<file path="src/rtl/uart_pkg.sv">
// Shared UART definitions: frame state encoding and data width.
// Used by uart_tx today and intended for the matching uart_rx.
package uart_pkg;

  typedef enum logic [1:0] {
    IDLE  = 2'd0,
    START = 2'd1,
    DATA  = 2'd2,
    STOP  = 2'd3
  } uart_state_t;

  localparam int UART_DATA_BITS = 8;

endpackage

</file>
<file path="src/rtl/uart_baud_cnt.sv">
// Clock-per-bit counter. Counts 0..CLKS_PER_BIT-1 and wraps; bit_end marks the
// last cycle of a serial bit. clear holds the counter at 0 so that the first
// bit of a frame is a full CLKS_PER_BIT cycles long.
module uart_baud_cnt
  import uart_pkg::*;
#(
  parameter int CLKS_PER_BIT = 868
) (
  input  logic clk,
  input  logic rst,
  input  logic clear,
  output logic bit_end
);

  localparam int CNT_W = (CLKS_PER_BIT > 1) ? $clog2(CLKS_PER_BIT) : 1;
  localparam logic [CNT_W-1:0] LAST = CNT_W'(CLKS_PER_BIT - 1);

  logic [CNT_W-1:0] cnt;

  // Free-running bit timer, held at zero while cleared, wraps on each bit boundary.
  always_ff @(posedge clk) begin
    if (rst || clear) begin
      cnt <= '0;
    end else if (cnt == LAST) begin
      cnt <= '0;
    end else begin
      cnt <= cnt + CNT_W'(1);
    end
  end

  assign bit_end = (cnt == LAST);

endmodule

</file>
<file path="src/rtl/uart_tx.sv">
// UART transmitter, 8N1 framing, LSB first. A one-cycle tx_start in IDLE
// captures tx_data and sends start, eight data bits and stop, each
// CLKS_PER_BIT clocks long. tx_done pulses for one cycle as the frame ends.
// Handshake: tx_start is a request that is only honoured in IDLE; there is no
// ready output, so requests arriving while a frame is in flight are dropped.
// The IDLE cycle carrying tx_done already accepts a new request.
module uart_tx
  import uart_pkg::*;
#(
  parameter int CLKS_PER_BIT = 868
) (
  input  logic                      clk,
  input  logic                      rst,
  input  logic                      tx_start,
  input  logic [UART_DATA_BITS-1:0] tx_data,
  output logic                      tx,
  output logic                      tx_done
);

  uart_state_t               state;
  logic [UART_DATA_BITS-1:0] shreg;
  logic [2:0]                bit_idx;
  logic                      bit_end;
  logic                      cnt_clear;

  // The bit timer only runs while a frame is being sent.
  assign cnt_clear = (state == IDLE);

  uart_baud_cnt #(
    .CLKS_PER_BIT (CLKS_PER_BIT)
  ) u_baud_cnt (
    .clk     (clk),
    .rst     (rst),
    .clear   (cnt_clear),
    .bit_end (bit_end)
  );

  // Frame sequencer with shift register; tx and tx_done are registered here.
  always_ff @(posedge clk) begin
    if (rst) begin
      state   <= IDLE;
      tx      <= 1'b1;
      tx_done <= 1'b0;
      shreg   <= '0;
      bit_idx <= '0;
    end else begin
      tx_done <= 1'b0;
      case (state)
        IDLE: begin
          tx      <= 1'b1;
          bit_idx <= '0;
          if (tx_start) begin
            shreg <= tx_data;
            state <= START;
            tx    <= 1'b0;
          end
        end
        START: begin
          if (bit_end) begin
            state   <= DATA;
            tx      <= shreg[0];
            bit_idx <= '0;
          end
        end
        DATA: begin
          if (bit_end) begin
            if (bit_idx == 3'd7) begin
              state <= STOP;
              tx    <= 1'b1;
            end else begin
              // Present the next bit from the unshifted register, then shift.
              shreg   <= {1'b0, shreg[UART_DATA_BITS-1:1]};
              tx      <= shreg[1];
              bit_idx <= bit_idx + 3'd1;
            end
          end
        end
        STOP: begin
          if (bit_end) begin
            state   <= IDLE;
            tx      <= 1'b1;
            tx_done <= 1'b1;
          end
        end
        default: begin
          state <= IDLE;
          tx    <= 1'b1;
        end
      endcase
    end
  end

endmodule

</file>
<file path="config.mk">
export PLATFORM = sky130hd
export DESIGN_NAME = uart_tx
export DESIGN_NICKNAME = d
export VERILOG_FILES = /design/src/rtl/uart_pkg.sv /design/src/rtl/uart_baud_cnt.sv /design/src/rtl/uart_tx.sv
export SDC_FILE = /design/constraint.sdc
export NUM_CORES = 1
export LEC_CHECK = 0
export ABC_AREA = 1
export CORE_MARGIN = 4
export CORE_UTILIZATION = 45
export CTS_CLUSTER_SIZE = 20
export DETAILED_ROUTE_END_ITERATION = 6
export GPL_TIMING_DRIVEN = 0
export PLACE_DENSITY = 0.65
export SKIP_LAST_GASP = 1
export SLEW_MARGIN = 10
export SYNTH_ARGS = -nofsm -noshare
export SYNTH_HDL_FRONTEND = slang
export SYNTH_SLANG_ARGS = --single-unit
export TNS_END_PERCENT = 20
</file>
<file path="constraint.sdc">
create_clock -name clk -period 3.91 [get_ports clk]
set_input_delay 0.782 -clock clk [delete_from_list [all_inputs] [get_ports clk]]
set_output_delay 0.782 -clock clk [all_outputs]
set_load 0.005 [all_outputs]
</file>
==> reports/qor.json, run 1 <==
{
  "hold_path_class": {"value": "reg -> reg"},
  "io_buffer_count": {"value": 12},
  "gr-usage-all-layers": {"value": 13.8, "unit": "%"},
  "critPathCapture": {"value": "tx"},
  "synth_top_family_by_area": {"value": "simple AND/OR/NAND/NOR gates"},
  "drt.antenna.violating_nets": {"value": 0},
  "critical-path-slowest-cell": {"value": "sky130_fd_sc_hd__clkdlybuf4s50_1"},
  "vdd_ir_drop_max": {"value": 0.292, "unit": "mV"},
  "maximum_achievable_frequency": {"value": 500, "unit": "MHz"},
  "cts_inserted_buffers": {"value": 3},
  "detail_route.wirelength": {"value": 2540, "unit": "µm"},
  "synthesized_instance_count": {"value": 183},
  "clock_latency": {"value": 0.33, "unit": "ns"},
  "postSynthAreaPerCell": {"value": 7.62, "unit": "µm²"},
  "synth_seq_area_share": {"value": 35.9, "unit": "%"},
  "dp_hpwl": {"value": 1980, "unit": "µm"},
  "timing.critical_path.required": {"value": 3.13, "unit": "ns"},
  "drt_drc_violations_left": {"value": 0},
  "timing_max_transition_violations_final": {"value": 0},
  "critical_path.max_stage_delay": {"value": 0.51, "unit": "ns"},
  "critPathLaunch": {"value": "tx"},
  "start_util": {"value": 48.9, "unit": "%"},
  "placement.setup.worst_slack": {"value": 1.61, "unit": "ns"},
  "critical_path.startpoint_type": {"value": "flip-flop"},
  "ctsRootBufferMaster": {"value": "sky130_fd_sc_hd__clkbuf_4"},
  "timing_worst_setup_path_type": {"value": "reg -> out"},
  "multi_input_comb_area": {"value": 771, "unit": "µm²"},
  "timing.critical_path.max_delay_family": {"value": "buffers and inverters"},
  "max_cap_violations": {"value": 0},
  "syn_area": {"value": 0.00140, "unit": "mm²"},
  "dr_total_vias": {"value": 1174},
  "layout_worst_path_cycle_share": {"value": 51.1, "unit": "%"},
  "fillers": {"value": 285},
  "htree_num_levels": {"value": 1},
  "timing.final.hold_violations": {"value": 0},
  "first_iter_violations": {"value": 64},
  "critical_path.reg2reg.startpoint": {"value": "state[0]"},
  "postLayoutSetupSlackWorst": {"value": 1.91, "unit": "ns"},
  "grt_pass1_vias": {"value": 1107},
  "cts_setup_buffers": {"value": 0},
  "power_density": {"value": 591, "unit": "mW/mm²"},
  "ctsLongestPathBuffers": {"value": 2},
  "core_area": {"value": 0.00285, "unit": "mm²"},
  "worst-path-max-fanout": {"value": 2},
  "critical_path_depth": {"value": 1},
  "cts-resized-gates": {"value": 0},
  "ys_warn_count": {"value": 0},
  "synth_compound_area_share": {"value": 11.1, "unit": "%"},
  "run_status": {"value": "completed"},
  "clock_pin_slew_of_the_registers_on_the_worst_case_setup_and_hold_paths": {"value": 0.15, "unit": "ns"},
  "synth.area.mux_share": {"value": 4.30, "unit": "%"},
  "r2r_slack": {"value": 2.33, "unit": "ns"},
  "skew": {"value": 0.00929, "unit": "ns"},
  "worst-path-buf-inv": {"value": 1},
  "crit_path_end_kind": {"value": "output port"},
  "ff2ff_path_depth": {"value": 8},
  "die_h": {"value": 63.7, "unit": "µm"},
  "regArea": {"value": 500, "unit": "µm²"},
  "finalSetupViolCount": {"value": 0},
  "routedWlPerCell": {"value": 11.1, "unit": "µm"},
  "grt_antenna_before_repair": {"value": 0},
  "pin_count": {"value": 13},
  "global_route.overflow_total": {"value": 0},
  "timing.critical_path.arrival": {"value": 1.22, "unit": "ns"},
  "tritoncts_clock_tree": {"value": "yes"},
  "grt_setup_unrepaired": {"value": "no"},
  "slew_headroom": {"value": 78.1, "unit": "%"},
  "final.min_clock_period": {"value": 2.00, "unit": "ns"},
  "synth-xor-area-share": {"value": 0.628, "unit": "%"},
  "r2r-end": {"value": "shreg[0]"},
  "antennaDiodeCount": {"value": 0},
  "grt_first_pass_wirelength": {"value": 4600, "unit": "µm"},
  "p_leak": {"value": 0.665, "unit": "nW"},
  "design.final.nets": {"value": 218},
  "yosys.area_share.adder": {"value": 6.28, "unit": "%"},
  "synthesis.nets": {"value": 201},
  "tns": {"value": 0, "unit": "ns"},
  "critical_path_cell_by_cell": {"value": "clkdlybuf4s50_1"},
  "worst-slew-pin-transition": {"value": 0.327, "unit": "ns"},
  "ctsHoldBuffers": {"value": 0},
  "row_count": {"value": 19},
  "post_synthesis_to_final_layout_area_growth": {"value": 13.4, "unit": "%"},
  "synth-simple-area-share": {"value": 32.9, "unit": "%"},
  "synth_cell_type_count": {"value": 28},
  "power": {"value": 0.000935, "unit": "W"},
  "drt_pass1_iterations": {"value": 4},
  "die_width": {"value": 63.7, "unit": "µm"},
  "drive_above_1_share": {"value": 13.6, "unit": "%"},
  "ys_ff_latch": {"value": 25},
  "route.detailed.vias_per_inst": {"value": 5.10},
  "clock_net_sink_count": {"value": 25},
  "gp_congestion": {"value": 0.756},
  "overall_die_area": {"value": 0.00406, "unit": "mm²"},
  "maximum_number_of_pins_on_one_net_before_global_route_repair": {"value": 15}
}
## final cells by class
cell class	count	share of cell area, %
flip-flops and latches	25	31.6
inverters	21	4.98
plain buffers	3	2.85
repair buffers	12	7.59
well taps	31	2.45
multi-input cells	134	48.7
clock buffers	3	1.42
clock inverters	1	0.316
## logic make-up (layout without fill, tap and decap cells)
| logic type | count (synthesis) | after routing |
|---|---|---|
| simple gates | 95 | 95 |
| compound gates | 25 | 25 |
| flops | 25 | 25 |
| buf+inv | 24 | 40 |
| fa+ha+maj | 7 | 7 |
| mux | 6 | 6 |
| xor+xnor | 1 | 1 |
## metrics by stage
| step | std cells | hold WS, ns | cell area (µm²) | utilization (%) |
|---|---|---|---|---|
| after floorplan | 183 | 0.417 | 1400 | - |
| after global placement | 226 | 0.428 | 1550 | 54.5 |
| after detailed placement | 226 | 0.449 | 1550 | 54.5 |
| after CTS | 230 | 0.467 | 1580 | 55.4 |
| after global routing | 230 | 0.506 | 1580 | 55.4 |
| final | 230 | 0.460 | 1580 | 55.4 |
## cells in the mapped netlist
| cell type | count | area share [%] |
|---|---|---|
| sky130_fd_sc_hd__nand4_1 | 2 | 0.90 |
| sky130_fd_sc_hd__nor2_4 | 2 | 1.6 |
| sky130_fd_sc_hd__or2_2 | 1 | 0.45 |
| sky130_fd_sc_hd__inv_1 | 17 | 4.6 |
| sky130_fd_sc_hd__nand2_1 | 40 | 11 |
| sky130_fd_sc_hd__a21oi_2 | 4 | 2.5 |
| sky130_fd_sc_hd__nand3_2 | 2 | 1.4 |
| sky130_fd_sc_hd__nor3_1 | 2 | 0.72 |
| sky130_fd_sc_hd__nand2_2 | 5 | 2.2 |
| sky130_fd_sc_hd__a21boi_0 | 1 | 0.54 |
| sky130_fd_sc_hd__inv_2 | 3 | 0.81 |
| sky130_fd_sc_hd__or2_1 | 1 | 0.45 |
| sky130_fd_sc_hd__o211a_4 | 1 | 1.3 |
| sky130_fd_sc_hd__clkinv_1 | 1 | 0.27 |
| sky130_fd_sc_hd__nor2_1 | 19 | 5.1 |
| sky130_fd_sc_hd__nand3b_1 | 1 | 0.54 |
| sky130_fd_sc_hd__ha_1 | 7 | 6.3 |
| sky130_fd_sc_hd__nand2_4 | 1 | 0.81 |
| sky130_fd_sc_hd__xor2_1 | 1 | 0.63 |
| sky130_fd_sc_hd__clkbuf_8 | 1 | 0.99 |
| sky130_fd_sc_hd__buf_12 | 1 | 1.4 |
| sky130_fd_sc_hd__mux2i_1 | 6 | 4.3 |
| sky130_fd_sc_hd__nand2_8 | 1 | 1.4 |
| sky130_fd_sc_hd__buf_6 | 1 | 0.81 |
| sky130_fd_sc_hd__dfxtp_1 | 25 | 36 |
| sky130_fd_sc_hd__o21ai_0 | 5 | 1.8 |
| sky130_fd_sc_hd__nand3_1 | 18 | 6.5 |
| sky130_fd_sc_hd__a21oi_1 | 14 | 5.0 |
## layer usage
| metal | share of wire [%] | wire, µm | up-vias | track usage [%] |
|---|---|---|---|---|
| met3 | 2.4 | 60 | 5 | 2.13 |
| li1 | - | - | 623 | - |
| met1 | 49 | 1260 | 529 | 17.3 |
| met2 | 46 | 1180 | 17 | 23.2 |
| met5 | 0 | 0 | - | 0 |
| met4 | 1.7 | 44 | 0 | 5.66 |
## placed cells by master, fill, tap and decap left out
master,instances
sky130_fd_sc_hd__nand3b_1,1
sky130_fd_sc_hd__clkdlybuf4s50_1,12
sky130_fd_sc_hd__nand2_4,1
sky130_fd_sc_hd__nand2_8,1
sky130_fd_sc_hd__clkbuf_8,1
sky130_fd_sc_hd__buf_6,1
sky130_fd_sc_hd__nand3_1,18
sky130_fd_sc_hd__clkbuf_4,3
sky130_fd_sc_hd__ha_1,7
sky130_fd_sc_hd__nand2_1,40
sky130_fd_sc_hd__nand3_2,2
sky130_fd_sc_hd__buf_12,1
sky130_fd_sc_hd__a21oi_2,4
sky130_fd_sc_hd__a21oi_1,14
sky130_fd_sc_hd__o21ai_0,5
sky130_fd_sc_hd__inv_2,3
sky130_fd_sc_hd__dfxtp_1,25
sky130_fd_sc_hd__clkinv_1,1
sky130_fd_sc_hd__xor2_1,1
sky130_fd_sc_hd__or2_1,1
sky130_fd_sc_hd__nor2_4,2
sky130_fd_sc_hd__nor2_1,19
sky130_fd_sc_hd__clkinv_2,1
sky130_fd_sc_hd__nand2_2,5
sky130_fd_sc_hd__o211a_4,1
sky130_fd_sc_hd__mux2i_1,6
sky130_fd_sc_hd__nor3_1,2
sky130_fd_sc_hd__a21boi_0,1
sky130_fd_sc_hd__inv_1,17
sky130_fd_sc_hd__or2_2,1
sky130_fd_sc_hd__nand4_1,2
## flip-flops by register name (all words and copies together) (netlist names)
signal and cells:
u_baud_cnt.cnt 10, tx_done 1, bit_idx 3, shreg 8, state 2, tx 1
## power breakdown
part	switching, W	internal, W
sequential	0.0000391	0.000315
clock	0.0000829	0.0000384
combinational	0.000255	0.000205
total	0.000377	0.000558
## worst min path at each step
stage | endpoint | startpoint | slack, ns | depth (start not counted)
global route | bit_idx[1] | bit_idx[1] | 0.51 | 2
floorplan | u_baud_cnt.cnt[0] | u_baud_cnt.cnt[0] | 0.42 | 1
detailed placement | u_baud_cnt.cnt[0] | u_baud_cnt.cnt[0] | 0.45 | 1
global placement | u_baud_cnt.cnt[0] | u_baud_cnt.cnt[0] | 0.43 | 1
finish | u_baud_cnt.cnt[0] | u_baud_cnt.cnt[0] | 0.46 | 1
CTS | u_baud_cnt.cnt[0] | u_baud_cnt.cnt[0] | 0.47 | 1
Power figures use the tool's default switching activity.
==> inputs of run 2 (changes only) <==
Clock period 3.91 ns to 2 ns, I/O delays scaled along.
==> results of run 2 <==
Same layout as run 1 (identical final DEF). Status: completed.
Among the figures that moved: setup slack after placement 1.61 ns -> 0.0847 ns; setup slack after layout 1.91 ns -> 0.383 ns; register-to-register setup slack 2.33 ns -> 0.42 ns; total power 0.000935 W -> 0.00183 W; worst IR drop on VDD 0.292 mV -> 0.570 mV
